<file path="config.mk">
export PLATFORM = sky130hd
export DESIGN_NAME = icache
export DESIGN_NICKNAME = d
export VERILOG_FILES = /design/src/rtl/icache.sv
export SDC_FILE = /design/constraint.sdc
export NUM_CORES = 2
export LEC_CHECK = 0
export CORE_ASPECT_RATIO = 2
export CORE_UTILIZATION = 30
export CTS_CLUSTER_DIAMETER = 40
export DETAILED_ROUTE_END_ITERATION = 8
export PLACE_DENSITY = 0.54
export SYNTH_ARGS = -nofsm -noshare
export SYNTH_HDL_FRONTEND = slang
export SYNTH_SLANG_ARGS = --single-unit
</file>
<file path="constraint.sdc">
create_clock -name clk -period 22.6 [get_ports clk]
set_input_delay 4.52 -clock clk [delete_from_list [all_inputs] [get_ports clk]]
set_output_delay 4.52 -clock clk [all_outputs]
set_load 0.1 [all_outputs]
</file>
<file path="src/rtl/icache.sv">
// icache: direct-mapped instruction cache, 16-byte lines, single outstanding line fetch.
// Revision 1.0
`default_nettype none

module icache #(
  parameter int INDEX_W = 4
) (
  input  logic         clk,
  input  logic         rst,
  input  logic         rdy,
  input  logic         if_valid,
  input  logic [31:0]  if_addr,
  output logic         if_hit,
  output logic [31:0]  if_inst,
  output logic         mc_fc_valid,
  output logic [31:0]  mc_fc_addr,
  input  logic         mc_fc_done,
  input  logic [127:0] mc_fc_line
);

  localparam int LINES = 1 << INDEX_W;
  localparam int TAG_W = 28 - INDEX_W;

  typedef enum logic [0:0] {
    ST_IDLE = 1'b0,
    ST_WAIT = 1'b1
  } state_t;

  state_t             state;
  state_t             state_nxt;
  logic               req_valid_nxt;
  logic [31:0]        req_addr_nxt;
  logic               refill;

  logic [LINES-1:0]   valid_q;
  logic [TAG_W-1:0]   tag_q  [LINES];
  logic [127:0]       data_q [LINES];

  logic [INDEX_W-1:0] lk_index;
  logic [TAG_W-1:0]   lk_tag;
  logic [127:0]       lk_line;
  logic [INDEX_W-1:0] rf_index;
  logic [TAG_W-1:0]   rf_tag;

  // Low address bits carry no information for line lookup or install.
  logic unused_bits;
  assign unused_bits = ^{if_addr[1:0], mc_fc_addr[3:0]};

  assign lk_index = if_addr[3+INDEX_W:4];
  assign lk_tag   = if_addr[31:4+INDEX_W];
  assign lk_line  = data_q[lk_index];
  assign rf_index = mc_fc_addr[3+INDEX_W:4];
  assign rf_tag   = mc_fc_addr[31:4+INDEX_W];

  always_comb begin
    if_hit  = if_valid && valid_q[lk_index] && (tag_q[lk_index] == lk_tag);
    if_inst = '0;
    if (if_hit) begin
      case (if_addr[3:2])
        2'd0: if_inst = lk_line[31:0];
        2'd1: if_inst = lk_line[63:32];
        2'd2: if_inst = lk_line[95:64];
        2'd3: if_inst = lk_line[127:96];
      endcase
    end
  end

  always_comb begin
    state_nxt     = state;
    req_valid_nxt = mc_fc_valid;
    req_addr_nxt  = mc_fc_addr;
    refill        = 1'b0;
    case (state)
      ST_IDLE: begin
        if (rdy && if_valid && !if_hit) begin
          req_valid_nxt = 1'b1;
          req_addr_nxt  = {if_addr[31:4], 4'h0};
          state_nxt     = ST_WAIT;
        end
      end
      ST_WAIT: begin
        // Refill completes even while rdy is low so the done pulse is never lost.
        if (mc_fc_done) begin
          refill        = 1'b1;
          req_valid_nxt = 1'b0;
          state_nxt     = ST_IDLE;
        end
      end
      default: state_nxt = ST_IDLE;
    endcase
  end

  always_ff @(posedge clk) begin
    if (rst) begin
      state       <= ST_IDLE;
      mc_fc_valid <= 1'b0;
      mc_fc_addr  <= '0;
      valid_q     <= '0;
    end else begin
      state       <= state_nxt;
      mc_fc_valid <= req_valid_nxt;
      mc_fc_addr  <= req_addr_nxt;
      if (refill) begin
        valid_q[rf_index] <= 1'b1;
      end
    end
  end

  always_ff @(posedge clk) begin
    if (!rst && refill) begin
      tag_q[rf_index]  <= rf_tag;
      data_q[rf_index] <= mc_fc_line;
    end
  end

endmodule

`default_nettype wire

</file>
======== After elaboration in Yosys (flattened, before gate mapping) ========
Memory sizes are Yosys's and may differ from the RTL's.
Cells that the tools add are included.
storage, ports and cells
  register bits after elaboration ......... 46
  memory bits (writable) .................. 2432
  input port bits ......................... 165
  output and inout port bits .............. 66
  logic and storage cells ................. 44
  memories kept ........................... 2
operators by class
  order comparisons ....................... 3
  eq/ne operators ......................... 6
  multiplexer cells ....................... 16
  bitwise operators ....................... 2
  reductions and logical operators ........ 11
memories
  memory  depth  width  rd ports  clocked after memory_dff  wr ports  line  source
  data_q  16     128    1         0                         1         37    logic [127:0] data_q [LINES];
  tag_q   16     24     1         0                         1         36    logic [TAG_W-1:0] tag_q [LINES];
operators with widths
  kind                                                               count
  one-hot mux 32 bit (4 select lines)                                1
  2-to-1 mux 32 bit                                                  1
  == test 24 bit                                                     1
  OR 16 bit                                                          1
  less-than comparator 4 x 5 -> 1 bit, second input constant         2
  2-to-1 mux 1 bit                                                   10
  logical AND 1 bit                                                  6
  binary-select mux 1 bit (select 4 bit)                             1
  demux 1 bit (select 4 bit)                                         1
  == test 2 bit, second input constant                               2
  greater-or-equal comparator 4 x 1 -> 1 bit, second input constant  1
  != test 2 bit, second input constant                               2
  one-hot mux 1 bit (2 select lines)                                 2
  AND reduction 2 bit                                                2
  == test 2 x 1 -> 1 bit, second input constant                      1
  logical NOT 1 bit                                                  2
  logical NOT 2 bit                                                  1
  inverter 1 bit                                                     1

======== Depth between registers and ports, before layout ========
  word-level depth ........................ 8
  gate-level depth with buffers ........... 15
  mapped depth without buffers ............ 8

======== Worst setup path after synthesis ========
Ideal clock, no wire load.
  kind .................................... input -> register
  start ................................... input rst
  end ..................................... memory data_q[0][0], enable pin
  setup time .............................. 852 ps
  data arrival time ....................... 15569 ps
  path slack .............................. 6179 ps
  stages on the path ...................... 5
  path buffers ............................ 1
  cell sequence ........................... clkbuf_1 inv_2 nand3_1 or3_1 nor3_1
between the ends
  cells in the longest elaborated chain, start to end .. 4
ends and longest elaborated chain
  what                                    line  source
  start, declared                         9     input logic rst,
  logical NOT 1 bit                       110   if (!rst && refill) begin
  logical AND 1 bit                       110
  2-to-1 mux 1 bit                        110
  2-to-1 mux 1 bit (implied by the code)  112   data_q[rf_index] <= mc_fc_line;
  end, declared                           37
Every way passes these cells.

======== Worst setup path in the final report ========
  start ................................... input if_addr[4]
  end ..................................... output if_inst[2]
between the ends
  cells in the longest elaborated chain, start to end .. 5
ends and longest elaborated chain
  what                                                               line  source
  start, declared                                                    12    input logic [31:0] if_addr,
  branches (longest 4 deep; another with memory read (16 x 24 bit))  -
  2-to-1 mux 32 bit (*)                                              58    if (if_hit) begin
  end, declared                                                      14    output logic [31:0] if_inst,
Every way passes the cells marked *. The select of a mux whose other input is x is not followed.

==> metrics.txt <==
EDFF count, synth=2,432; Setup crit start kind=input port; Crit path arrival time=around 12,000 ps; P_int=0.00728 W; crit-path max FO=between 80 and 90; syn_area_per_cell=23.7 um2; Pwr Density=84.2 nW/um2; outcome=completed; CP required=roughly 18,000 ps; global-route wire length before repair=363 mm; Max stage delay on crit path=1050 ps; TritonCTS clock tree=built; final worst path period share=0.722; clock skew=42.8 ps; synth unique cells=69; top_reg_cell synth=edfxtp_1; vias per inst=around 5.1; first drt pass iteration count=7; GPL Wtd Cong=0.754; setup violators final=0; Achievable Freq=0.0613 GHz; hpwl dp=143 mm; FILL cells=around 29,000; Boundary Pins=231; DRC viols=0; Total GRT Usage=0.158; initial antenna violation count=79; CTS resizes=0; CTS Hold Bufs=0; DRT met1 WL=~100 mm; max-slew violations=0; Initial Util=0.301; Reg power frac=0.548; FF+latch count, synth=roughly 2,500; Die Width=402 um; Ys Warns=0; Power Total=0.00928 W; # rows=293; DR iter-0 viols=3,570; H-Tree Level Count=4; clk sinks=2,478; clock transition at the registers of the reported paths=70 ps; Post-Syn Area=95,900 um2; total number of vias=44,293; WL final=257 mm; setup repair bufs after CTS=0; crit-path most repeated cell=buf_4; clock buffer count from CTS=214; grt total ovfl=0; Max transition margin=0.124; Area Overhead vs Synth=14.9%; Cells after Synth=roughly 4,000; fin cells=around 8,700; Worst Hold Class=reg -> reg; I/O Buffers=224; CP Capture Type=output port; sequential area share after synthesis=0.771; Clk Latency, worst-skew pair=890 ps; critical-path cell list=buf_8, buf_4, buf_12, buf_4, buf_4, mux4_2, mux4_2, nor2b_1, a211oi_1, a311oi_1, clkdlybuf4s50_1; Die ar.=322,000 um2; max_cap viols=0; layout cells sized above 1=0.268; nets=4,532; Final Hold Vio Count=0; Slowest-stage cell, CP=clkdlybuf4s50_1; leakage power=33.6 nW; RSZ-0062 raised after global routing=false; Net Switching=0.00199 W; post-route ant nets=0; Wirelength per Cell=29.5 um; Worst-Margin Slew=1310 ps; root buf cell=clkbuf_16; worst vdd ir=0.0000662 V; Setup TNS Final=0 ps; Tmin final=16,320 ps; Clock power frac=0.400; core area=318,000 um2; Combinational Power Share=0.052; top routing layer used=met5; largest net degree at the start of global routing=114; final design utilization=0.346; dpl cells=between 8,000 and 9,000; Sw Ratio=0.215; Crit Path Category=in -> out; metal3 WL=around 16 mm; met2 WL=131 mm; asr flop ratio synth=0; Bufs on Longest Clock Path=4; vias in the first global route=47,823; die height=802 um
-- flip-flops by register name, summed over array words and instances, names as in the netlist --
name         count
state            1
valid_q         16
tag_q          384
mc_fc_addr      28
mc_fc_valid      1
data_q        2048
-- synthesized netlist by cell type (30+ instances only) --
cell | count | area share
nor2_1 | 31 | 0.0012
a32oi_1 | 30 | 0.0027
edfxtp_1 | 2432 | 0.76
dfxtp_1 | 46 | 0.0096
buf_2 | 84 | 0.0044
nand2_1 | 108 | 0.0042
a311oi_1 | 32 | 0.0029
mux2i_1 | 74 | 0.0077
nor2b_1 | 40 | 0.0026
clkbuf_1 | 110 | 0.0043
a211oi_1 | 32 | 0.0025
mux4_2 | 729 | 0.17
-- power by group through the flow --
stage | registers [W] | logic (W) | clock network (W)
5_1_grt | 0.00508 | 0.000517 | 0.00393
2_1_floorplan | 0.00521 | 0.000264 | 0
3_3_place_gp | 0.00518 | 0.000491 | 0
3_5_place_dp | 0.00518 | 0.000498 | 0
4_1_cts | 0.00508 | 0.000499 | 0.00379
6_report | 0.00508 | 0.000485 | 0.00371
-- kinds of logic after synthesis --
family                 after synthesis  synth area share
buffers and inverters              251            0.0128
flip-flops                        2478             0.771
other                                1         0.0000391
XOR/XNOR                            25           0.00228
AO/OA/AOI/OAI                      185            0.0154
multiplexers                       823             0.182
AND/OR/NAND/NOR                    293            0.0171
-- cell usage in the layout, fill, tap and decap left out, types with 5 or more instances in the layout --
| cell type | instances |
|---|---|
| o21ai_0 | 10 |
| inv_1 | 8 |
| nor2b_1 | 40 |
| mux2_2 | 17 |
| xnor2_1 | 20 |
| nand2b_1 | 9 |
| nor4b_1 | 20 |
| mux2i_1 | 74 |
| clkinv_1 | 34 |
| diode_2 | 22 |
| nor2_4 | 12 |
| bufinv_16 | 22 |
| a32oi_1 | 30 |
| o22ai_1 | 10 |
| clkbuf_16 | 216 |
| a31oi_1 | 7 |
| nand2_1 | 108 |
| nor3b_1 | 20 |
| a21o_1 | 16 |
| a311oi_1 | 32 |
| nand3_1 | 12 |
| inv_8 | 7 |
| nor3_1 | 14 |
| a211oi_1 | 32 |
| inv_6 | 8 |
| buf_4 | 102 |
| dfxtp_1 | 46 |
| clkbuf_1 | 40 |
| clkinv_2 | 36 |
| nor2_1 | 19 |
| mux4_2 | 729 |
| nor4b_2 | 10 |
| clkdlybuf4s50_1 | 213 |
| edfxtp_1 | 2432 |
| buf_12 | 12 |
| xor2_1 | 5 |
| clkinvlp_4 | 13 |
| a221oi_1 | 7 |
-- path summary, 6_finish.rpt --
| path | startpoint | end | slack, ps | cells past startpoint |
|---|---|---|---|---|
| min | valid_q[4] | valid_q[4] | 450 | 1 |
| max reg2reg | state | data_q[13][38] | 17600 | 8 |
| min reg2reg | valid_q[4] | valid_q[4] | 450 | 1 |
| max | if_addr[4] | if_inst[2] | 6280 | 11 |
-- layout make-up --
class / count / area [um2] / share of cell area
diodes: 22 / 55.1 / 0.000499
clock buffers: 258 / 5580 / 0.0507
clock inverters: 125 / 1310 / 0.0119
inverters: 11 / 48.8 / 0.000443
multi-input cells: 1330 / 20900 / 0.190
flip-flops and latches: 2478 / 74000 / 0.671
well taps: 4130 / 5170 / 0.0469
repair buffers: 332 / 3200 / 0.0290
-- worst max-delay path, delay by kind of cell --
family                 cells  cell delay [ps]
buffers and inverters      6             4570
multiplexers               2             1100
AO/OA/AOI/OAI              2             1050
AND/OR/NAND/NOR            1              150
-- stage by stage --
stage | area [um2] | hold slack, ps | worst slack (ps)
finish | 110000 | 449 | 6280
global route | 110000 | 471 | 5730
CTS | 110000 | 452 | 6040
detailed placement | 103000 | 436 | 6050
global placement | 103000 | 427 | 6010
floorplan | 96000 | 421 | 6180
-- layer usage --
layer / up-vias / track usage
met5: - / 0
met4: 68 / 0.0464
met3: 416 / 0.0369
met2: 1193 / 0.276
met1: 24502 / 0.192
li1: 18114 / -
Note: power is estimated with default switching activity, not from simulation.
